[config.mk]
export PLATFORM = sky130hd
export DESIGN_NAME = sdram_arbiter
export DESIGN_NICKNAME = d
export VERILOG_FILES = /design/src/rtl/sdram_arb_pkg.sv /design/src/rtl/sdram_arb_tag_fifo.sv /design/src/rtl/sdram_arbiter.sv
export SDC_FILE = /design/constraint.sdc
export NUM_CORES = 1
export LEC_CHECK = 0
export BUFFER_PORTS_ARGS = -buffer_cell sky130_fd_sc_hd__buf_2
export CORE_AREA = 2 2 118 120
export CTS_BUF_LIST = sky130_fd_sc_hd__clkbuf_4 sky130_fd_sc_hd__clkbuf_8 sky130_fd_sc_hd__clkbuf_16
export CTS_CLUSTER_DIAMETER = 30
export DETAILED_ROUTE_END_ITERATION = 8
export DIE_AREA = 0 0 120 122
export GPL_ROUTABILITY_DRIVEN = 0
export GPL_TIMING_DRIVEN = 0
export PLACE_DENSITY_LB_ADDON = 0.15
export SETUP_SLACK_MARGIN = 0.1
export SLEW_MARGIN = 20
export SYNTH_ARGS = -nofsm -noshare
export SYNTH_HDL_FRONTEND = slang
export SYNTH_SLANG_ARGS = --single-unit
[constraint.sdc]
create_clock -name clk_clk -period 3.7 [get_ports clk_clk]
set_input_delay 0.185 -clock clk_clk [delete_from_list [all_inputs] [get_ports clk_clk]]
set_output_delay 0.185 -clock clk_clk [all_outputs]
set_load 0.005 [all_outputs]
[src/rtl/sdram_arb_pkg.sv]
// Shared types for the two-requester SDRAM arbiter: FSM states, requester ID
// and the grant-selection helper used by the top level.
package sdram_arb_pkg;

  localparam int NUM_REQ = 2;

  typedef enum logic [1:0] {
    ST_IDLE  = 2'd0,
    ST_ISSUE = 2'd1,
    ST_ACK   = 2'd2
  } arb_state_e;

  typedef logic [0:0] req_id_t;

  // Round-robin favours the requester not granted last; priority mode always favours r0.
  function automatic req_id_t pick_winner(input logic i_elig0, input logic i_elig1,
                                          input req_id_t i_last, input logic i_prio);
    req_id_t v_pick;
    if (i_elig0 && i_elig1) begin
      v_pick = i_prio ? 1'b0 : ~i_last;
    end else if (i_elig0) begin
      v_pick = 1'b0;
    end else begin
      v_pick = 1'b1;
    end
    return v_pick;
  endfunction

endpackage

[src/rtl/sdram_arb_tag_fifo.sv]
// Small FIFO of requester IDs for reads in flight; routes read returns in issue order.
// A push while full is only taken when a pop frees the slot in the same cycle.
module sdram_arb_tag_fifo
  import sdram_arb_pkg::*;
#(
  parameter int DEPTH = 4
) (
  input  logic    i_clk,
  input  logic    i_rst,
  input  logic    i_push,
  input  req_id_t i_push_id,
  input  logic    i_pop,
  output req_id_t o_head,
  output logic    o_full,
  output logic    o_empty
);

  localparam int AW = $clog2(DEPTH);
  localparam int CW = AW + 1;

  req_id_t         r_mem [DEPTH];
  logic [AW-1:0]   r_wptr;
  logic [AW-1:0]   r_rptr;
  logic [CW-1:0]   r_count;
  logic            w_do_push;
  logic            w_do_pop;

  assign o_full    = (r_count == CW'(DEPTH));
  assign o_empty   = (r_count == CW'(0));
  assign o_head    = r_mem[r_rptr];
  assign w_do_pop  = i_pop & ~o_empty;
  assign w_do_push = i_push & (~o_full | w_do_pop);

  // Pointer and occupancy tracking.
  always_ff @(posedge i_clk or posedge i_rst) begin
    if (i_rst) begin
      r_wptr  <= AW'(0);
      r_rptr  <= AW'(0);
      r_count <= CW'(0);
    end else begin
      if (w_do_push) r_wptr <= r_wptr + AW'(1);
      if (w_do_pop)  r_rptr <= r_rptr + AW'(1);
      case ({w_do_push, w_do_pop})
        2'b10:   r_count <= r_count + CW'(1);
        2'b01:   r_count <= r_count - CW'(1);
        default: r_count <= r_count;
      endcase
    end
  end

  // Storage needs no reset: entries are only read once the count covers them.
  always_ff @(posedge i_clk) begin
    if (w_do_push) r_mem[r_wptr] <= i_push_id;
  end

endmodule

[src/rtl/sdram_arbiter.sv]
// Two-requester arbiter in front of an SDRAM controller; read returns routed via a tag FIFO.
// Define SDRAM_ARB_PRIO_EN for strict r0 priority; otherwise grants are round-robin.
module sdram_arbiter
  import sdram_arb_pkg::*;
#(
  parameter int ADDR_W   = 25,
  parameter int DATA_W   = 16,
  parameter int MAX_PEND = 4
) (
  input  logic                clk_clk,
  input  logic                reset_reset,
  input  logic [ADDR_W-1:0]   r0_address,
  input  logic                r0_read,
  input  logic                r0_write,
  input  logic [DATA_W-1:0]   r0_writedata,
  input  logic [DATA_W/8-1:0] r0_byteenable,
  output logic                r0_waitrequest,
  output logic [DATA_W-1:0]   r0_readdata,
  output logic                r0_readdatavalid,
  input  logic [ADDR_W-1:0]   r1_address,
  input  logic                r1_read,
  input  logic                r1_write,
  input  logic [DATA_W-1:0]   r1_writedata,
  input  logic [DATA_W/8-1:0] r1_byteenable,
  output logic                r1_waitrequest,
  output logic [DATA_W-1:0]   r1_readdata,
  output logic                r1_readdatavalid,
  output logic [ADDR_W-1:0]   s_address,
  output logic                s_read,
  output logic                s_write,
  output logic [DATA_W-1:0]   s_writedata,
  output logic [DATA_W/8-1:0] s_byteenable,
  input  logic                s_waitrequest,
  input  logic [DATA_W-1:0]   s_readdata,
  input  logic                s_readdatavalid,
  output logic                tag_err
);

  localparam int BE_W = DATA_W / 8;
`ifdef SDRAM_ARB_PRIO_EN
  localparam logic PRIO_EN = 1'b1;
`else
  localparam logic PRIO_EN = 1'b0;
`endif

  arb_state_e        r_state;
  req_id_t           r_winner;
  req_id_t           r_last_grant;
  logic              r_s_read;
  logic              r_s_write;
  logic [ADDR_W-1:0] r_s_address;
  logic [DATA_W-1:0] r_s_writedata;
  logic [BE_W-1:0]   r_s_byteenable;
  logic              r_wait0;
  logic              r_wait1;
  logic              r_tag_err;

  logic              w_full;
  logic              w_empty;
  logic              w_elig0;
  logic              w_elig1;
  logic              w_push;
  req_id_t           w_pick;
  req_id_t           w_head;

  // Read+write together counts as a read, so a full tag FIFO blocks it.
  assign w_elig0 = r0_read ? ~w_full : r0_write;
  assign w_elig1 = r1_read ? ~w_full : r1_write;
  assign w_pick  = pick_winner(w_elig0, w_elig1, r_last_grant, PRIO_EN);
  assign w_push  = (r_state == ST_ISSUE) & r_s_read & ~s_waitrequest;

  // Arbitration FSM; every controller-facing and acknowledge output is registered here.
  always_ff @(posedge clk_clk or posedge reset_reset) begin
    if (reset_reset) begin
      r_state        <= ST_IDLE;
      r_winner       <= 1'b0;
      r_last_grant   <= 1'b1;
      r_s_read       <= 1'b0;
      r_s_write      <= 1'b0;
      r_s_address    <= '0;
      r_s_writedata  <= '0;
      r_s_byteenable <= '0;
      r_wait0        <= 1'b1;
      r_wait1        <= 1'b1;
    end else begin
      case (r_state)
        ST_IDLE: begin
          r_wait0 <= 1'b1;
          r_wait1 <= 1'b1;
          if (w_elig0 || w_elig1) begin
            r_winner       <= w_pick;
            r_last_grant   <= w_pick;
            r_s_address    <= w_pick[0] ? r1_address    : r0_address;
            r_s_writedata  <= w_pick[0] ? r1_writedata  : r0_writedata;
            r_s_byteenable <= w_pick[0] ? r1_byteenable : r0_byteenable;
            r_s_read       <= w_pick[0] ? r1_read : r0_read;
            r_s_write      <= w_pick[0] ? (r1_write & ~r1_read) : (r0_write & ~r0_read);
            r_state        <= ST_ISSUE;
          end
        end
        ST_ISSUE: begin
          if (!s_waitrequest) begin
            r_s_read  <= 1'b0;
            r_s_write <= 1'b0;
            r_wait0   <= r_winner[0];
            r_wait1   <= ~r_winner[0];
            r_state   <= ST_ACK;
          end
        end
        ST_ACK: begin
          r_wait0 <= 1'b1;
          r_wait1 <= 1'b1;
          r_state <= ST_IDLE;
        end
        default: begin
          r_s_read  <= 1'b0;
          r_s_write <= 1'b0;
          r_wait0   <= 1'b1;
          r_wait1   <= 1'b1;
          r_state   <= ST_IDLE;
        end
      endcase
    end
  end

  // Sticky flag for read data arriving with nothing outstanding.
  always_ff @(posedge clk_clk or posedge reset_reset) begin
    if (reset_reset) begin
      r_tag_err <= 1'b0;
    end else if (s_readdatavalid && w_empty) begin
      r_tag_err <= 1'b1;
    end
  end

  sdram_arb_tag_fifo #(
    .DEPTH (MAX_PEND)
  ) u_tag_fifo (
    .i_clk     (clk_clk),
    .i_rst     (reset_reset),
    .i_push    (w_push),
    .i_push_id (r_winner),
    .i_pop     (s_readdatavalid),
    .o_head    (w_head),
    .o_full    (w_full),
    .o_empty   (w_empty)
  );

  assign s_address        = r_s_address;
  assign s_read           = r_s_read;
  assign s_write          = r_s_write;
  assign s_writedata      = r_s_writedata;
  assign s_byteenable     = r_s_byteenable;
  assign r0_waitrequest   = r_wait0;
  assign r1_waitrequest   = r_wait1;
  assign tag_err          = r_tag_err;
  assign r0_readdata      = s_readdata;
  assign r1_readdata      = s_readdata;
  assign r0_readdatavalid = s_readdatavalid & ~w_empty & ~w_head[0];
  assign r1_readdatavalid = s_readdatavalid & ~w_empty &  w_head[0];

endmodule

# == Word level (Yosys, flattened, before mapping) ==
# Memory sizes are Yosys's and may differ from the RTL's.
# Cells that the tools add are included.
# totals
word_cells,77
memories,1
inputBits,110
reg_bits,59
ram_bits,4
out_inout_bits,82
# classes
add_sub_neg,4
n_bitwise,18
n_mux,24
n_eq_ne,7
n_reduce_logical,9
# mem_list
memory,words,width,read_ports,rd_clocked_by_memory_dff,wr,line,source
u_tag_fifo.r_mem,4,1,1,0,1,sdram_arb_tag_fifo.sv:21,req_id_t r_mem [DEPTH];
# ops
op,count
2-to-1 mux 25 bit,1
2-to-1 mux 16 bit,1
2-to-1 mux 1 bit,15
inverter 1 bit,9
AND 1 bit,8
2-to-1 mux 2 bit,3
one-hot mux 1 bit (3 select lines),2
one-hot mux 3 bit (2 select lines),1
adder 2 x 1 -> 2 bit (second input constant),2
== test 2 x 1 -> 1 bit (second input constant),2
== test 2 bit (second input constant),2
!= test 2 bit (second input constant),2
one-hot mux 2 bit (2 select lines),1
AND reduction 2 bit,2
adder 3 x 1 -> 3 bit (second input constant),1
== test 3 bit (second input constant),1
logical NOT 3 bit,1
AND reduction 3 bit,1
subtractor 3 x 1 -> 3 bit (second input constant),1
logical AND 1 bit,2
logical NOT 2 bit,1
nonzero test 2 bit,1
logical OR 1 bit,1
OR 1 bit,1

# == Longest topological paths before layout ==
# logic_depth
word_depth,8
mapped_depth,10

# == By module ==
# Synthesis repeated with hierarchy kept, for this count alone.
# unflattened
hier_cells,385
area_unflattened_um2,3523.4
# modules_own_cells
mod,n_inst,cells_each,seq_area_each_um2,area_each_um2
sdram_arbiter,1,327,1305.0,2851.5
sdram_arb_tag_fifo,1,58,295.3,671.9

# == Worst setup path before layout ==
# No wires, ideal clock.
# synth_timing
path_type,register to register
startpoint,reg u_tag_fifo.r_count[0]
endpoint,reg u_tag_fifo.r_count[2]
stages_incl_launch_ff,11
synth_period_minus_slack_ps,2056
arrival_ps,1977
t_required_ps,3621
path_slack_ps,1644
cell_sequence,dfrtp_1 -> nor2_2 -> nand2_1 -> o211a_1 -> inv_1 -> ha_1 -> inv_1 -> fa_1 -> xor2_1 -> nor2_1 -> xor2_1
# synth_via
elab_chain_len,7
word_cells_on_any_way,13
classes_between,add/sub (2); eq/ne (3); mux (1); bitwise (5); reduce/logical (2)
# synth_lines
item,line,source
from (decl),sdram_arb_tag_fifo.sv:24,logic [CW-1:0] r_count;
from (signal assigned),sdram_arb_tag_fifo.sv:44,2'b10: r_count <= r_count + CW'(1);
from (signal assigned),sdram_arb_tag_fifo.sv:45,2'b01: r_count <= r_count - CW'(1);
from (signal assigned),sdram_arb_tag_fifo.sv:46,default: r_count <= r_count;
logical NOT 3 bit,sdram_arb_tag_fifo.sv:29,assign o_empty = (r_count == CW'(0));
inverter 1 bit,sdram_arb_tag_fifo.sv:31,assign w_do_pop = i_pop & ~o_empty;
AND 1 bit,sdram_arb_tag_fifo.sv:31,
OR 1 bit,sdram_arb_tag_fifo.sv:32,assign w_do_push = i_push & (~o_full | w_do_pop);
AND 1 bit,sdram_arb_tag_fifo.sv:32,
== test 2 x 1 -> 1 bit / == test 2 bit (equally long branches),sdram_arb_tag_fifo.sv:43,"case ({w_do_push, w_do_pop})"
one-hot mux 3 bit (2 select lines) / nonzero test 2 bit (equally long branches),n/a,
# Parallel ways exist; a longest one is shown, timed or not.
# A chain may end at the register's enable or synchronous reset.

# == Worst setup path in the final report ==
# Ends and elaborated chain as after synthesis.

==> impl_metrics.env <==
export IMPL_die_area_sq_um=14640
export IMPL_rsz0062_at_grt="false"
export IMPL_clockRootBuffer="clkbuf_16"
export IMPL_yosysMostFrequentCell="dfrtp_1"
export IMPL_ys_seq_elements=63
export IMPL_vdd_drop_max_v=0.0002226
export IMPL_clock_sinks=63
export IMPL_rrSetupSlack_ps=1410
export IMPL_clk_pin_slew_ps=50
export IMPL_cts_tree="done"
export IMPL_grt_max_degree=31
export IMPL_dp_hpwl_um=8874
export IMPL_utilization_pct=36.76
export IMPL_rr_worst_depth=10
export IMPL_setup_violations_final=0
export IMPL_synth_edf_count=4
export IMPL_numCtsBuffers=9
export IMPL_wl_um=12000
export IMPL_end_kind="flip-flop"
export IMPL_relSlewSlack_pct=56.03
export IMPL_yosysUniqueCellTypes=41
export IMPL_grt_first_pass_wirelength_um=18770
export IMPL_ys_top_cells_by_area="dfrtp_1 40%, a31oi_1 7.6%, nand4_1 7.6%"
export IMPL_antenna_found_initial=0
export IMPL_synth_cell_area_sq_um=3542
export IMPL_tns_ps=0
export IMPL_postCtsSetupBuffers=0
export IMPL_area_delta_synth_final_pct=40.16
export IMPL_vias=3626
export IMPL_grtUsageTotal_pct=16.35
export IMPL_yosysTopAreaCell="dfrtp_1"
export IMPL_crit_path_max_fanout=7
export IMPL_clock_path_buffers=2
export IMPL_p_per_area_nw_per_um2=772.4
export IMPL_skew_ps=3.684
export IMPL_timing_final_crit_share_pct=61.86
export IMPL_status="complete, no violations"
export IMPL_grt_pass1_vias=3733
export IMPL_arrival_ps=2540
export IMPL_dr_pass1_iters=4
export IMPL_synth_top_area_share_pct=39.56
export IMPL_clk_latency_ps=330
export IMPL_die_w_um=120
export IMPL_row_count=43
export IMPL_cts_hold_buf=1
export IMPL_fin_nets=685
export IMPL_worst_r2r_endpoint="u_tag_fifo.r_count[2]$_DFFE_PP0P_"
export IMPL_syn_inst=381
export IMPL_p_leak_nw=2.284
export IMPL_worstReg2RegStart="u_tag_fifo.r_count[0]$_DFFE_PP0P_"
export IMPL_coreArea_sq_um=13500
export IMPL_ys_warn_count=0
export IMPL_drive_gt1_share_pct=42.33
export IMPL_crit_required_ps=3950
export IMPL_die_h_um=122
export IMPL_overflow=0
export IMPL_critPathLaunch="u_tag_fifo.r_count[0]$_DFFE_PP0P_"
export IMPL_via_per_inst=4.809
export IMPL_crit_path_end="u_tag_fifo.r_count[2]$_DFFE_PP0P_"
export IMPL_wire_per_inst_um=15.91
export IMPL_hold_viol_final=0
export IMPL_htreeDepth=3
export IMPL_ios=192
export IMPL_antennaDiodeCount=0
export IMPL_drc=0
export IMPL_total_power_w=0.003835
export IMPL_drtIter0Drc=154
export IMPL_numPortBuffers=175
export IMPL_syn_nets=497
export IMPL_worst_slew_pin_slew_ps=659.6
export IMPL_postSynthAreaPerCell_sq_um=9.297
export IMPL_yosysSeqAreaShare_pct=45.18
export IMPL_hold_path_class="primary input to flip-flop"
export IMPL_finalCriticalPeriod_ps=2289
export IMPL_synth_ff_type="dfrtp_1"
export IMPL_critPathKind="flip-flop to flip-flop"
export IMPL_synthTopCellsByCount="56 x dfrtp_1, 47 x a21oi_1, 43 x a31oi_1, 43 x nand4_1, 43 x o21ai_0"
export IMPL_fillerInstances=1448
export IMPL_max_freq_mhz=436.9
export IMPL_ys_async_sr_fraction_pct=93.65
export IMPL_start_kind="flip-flop"
export IMPL_slew_violations=0
export IMPL_ant_nets=0
export IMPL_cts_resized=0
export IMPL_start_util_pct=26.23
export IMPL_drv_cap=0
==> per-stage QoR <==
| step | area [sq um] | setup WS [ps] | cells | hold slack (ps) |
|---|---|---|---|---|
| 4_1_cts | 4965 | 1367 | 754 | 80.97 |
| 6_report | 4965 | 1411 | 754 | 89.57 |
| 3_5_place_dp | 4666 | 1392 | 737 | 214.7 |
| 5_1_grt | 4965 | 1211 | 754 | 100.8 |
| 2_1_floorplan | 3542 | 1644 | 381 | 301.4 |
| 3_3_place_gp | 4643 | 1108 | 736 | 442.6 |
==> cells in the final DEF, fill, tap and decap left out, drive strengths merged, types with 3 or more instances in the layout <==
| cell | count |
|---|---|
| inv | 10 |
| nand2 | 7 |
| nor2 | 8 |
| mux2i | 3 |
| clkbuf | 33 |
| buf | 223 |
| ha | 5 |
| edfxtp | 4 |
| clkinv | 4 |
| a21oi | 47 |
| dfstp | 3 |
| and2 | 7 |
| xnor2 | 4 |
| dfrtp | 56 |
| nand4 | 43 |
| nand2b | 4 |
| o21ai | 46 |
| a31oi | 43 |
==> cells by family (layout without fill, tap and decap cells) <==
family | after synthesis | in the layout | synth area share [%]
simple gates | 77 | 77 | 13.14
compound gates | 145 | 145 | 23.42
xor+xnor | 6 | 6 | 1.484
mux | 5 | 5 | 1.801
fa+ha+maj | 6 | 6 | 2.331
buf+inv | 79 | 272 | 12.65
flops | 63 | 63 | 45.18
==> flip-flops by register name, summed over array words and instances (netlist names) <==
| name | count |
|---|---|
| r_winner | 1 |
| r_last_grant | 1 |
| u_tag_fifo.r_count | 3 |
| s_address | 25 |
| r0_waitrequest | 1 |
| s_read | 1 |
| s_write | 1 |
| r1_waitrequest | 1 |
| tag_err | 1 |
| s_writedata | 16 |
| u_tag_fifo.r_wptr | 2 |
| u_tag_fifo.r_rptr | 2 |
| u_tag_fifo.r_mem | 4 |
| s_byteenable | 2 |
| r_state | 2 |
==> per-layer routing <==
metal	track usage, %	vias up	wire length [um]
met5	0	-	0
met4	6.765	0	220
met3	3.324	15	788
met2	26.70	154	5713
met1	21.14	1693	5273
li1	-	1764	-
==> where the power goes <==
part / internal [W] / switching (W)
clock: 0.000530 / 0.000301
combinational: 0.000750 / 0.000972
sequential: 0.00105 / 0.000232
total: 0.00233 / 0.00150
==> worst max-delay path, stage by stage (launching register included) <==
cell     delay (ps)
dfrtp_1         470
nor2_2          200
nand2_1         120
o211a_1         310
inv_1            80
ha_1            180
inv_1            60
fa_1            370
xor2_1          150
nor2_1          120
xor2_1          150
==> cell type report <==
type	instances	area (sq um)	share of cell area (%)
inverter	10	40.04	0.8065
sequential	63	1600	32.23
timing repair buffer	177	905.9	18.25
clock buffer	11	240.2	4.839
tap	180	225.2	4.536
clock inverter	5	48.80	0.9829
multi-input combinational	239	1494	30.09
buffer	69	410.4	8.266
==> worst min path at each step <==
| stage | start | to | slack, ps | cells after the start |
|---|---|---|---|---|
| 2_1_floorplan | s_waitrequest | r_state[0]$_DFFE_PP0P_ | 300 | 1 |
| 3_3_place_gp | s_readdatavalid | tag_err$_DFFE_PP0P_ | 440 | 2 |
| 3_5_place_dp | reset_reset | s_writedata[0]$_DFFE_PP0P_ | 210 | 2 |
| 4_1_cts | s_readdatavalid | tag_err$_DFFE_PP0P_ | 80 | 2 |
| 5_1_grt | s_readdatavalid | tag_err$_DFFE_PP0P_ | 100 | 2 |
| 6_report | s_readdatavalid | tag_err$_DFFE_PP0P_ | 90 | 2 |
Note: power is estimated with default switching activity, not from simulation.
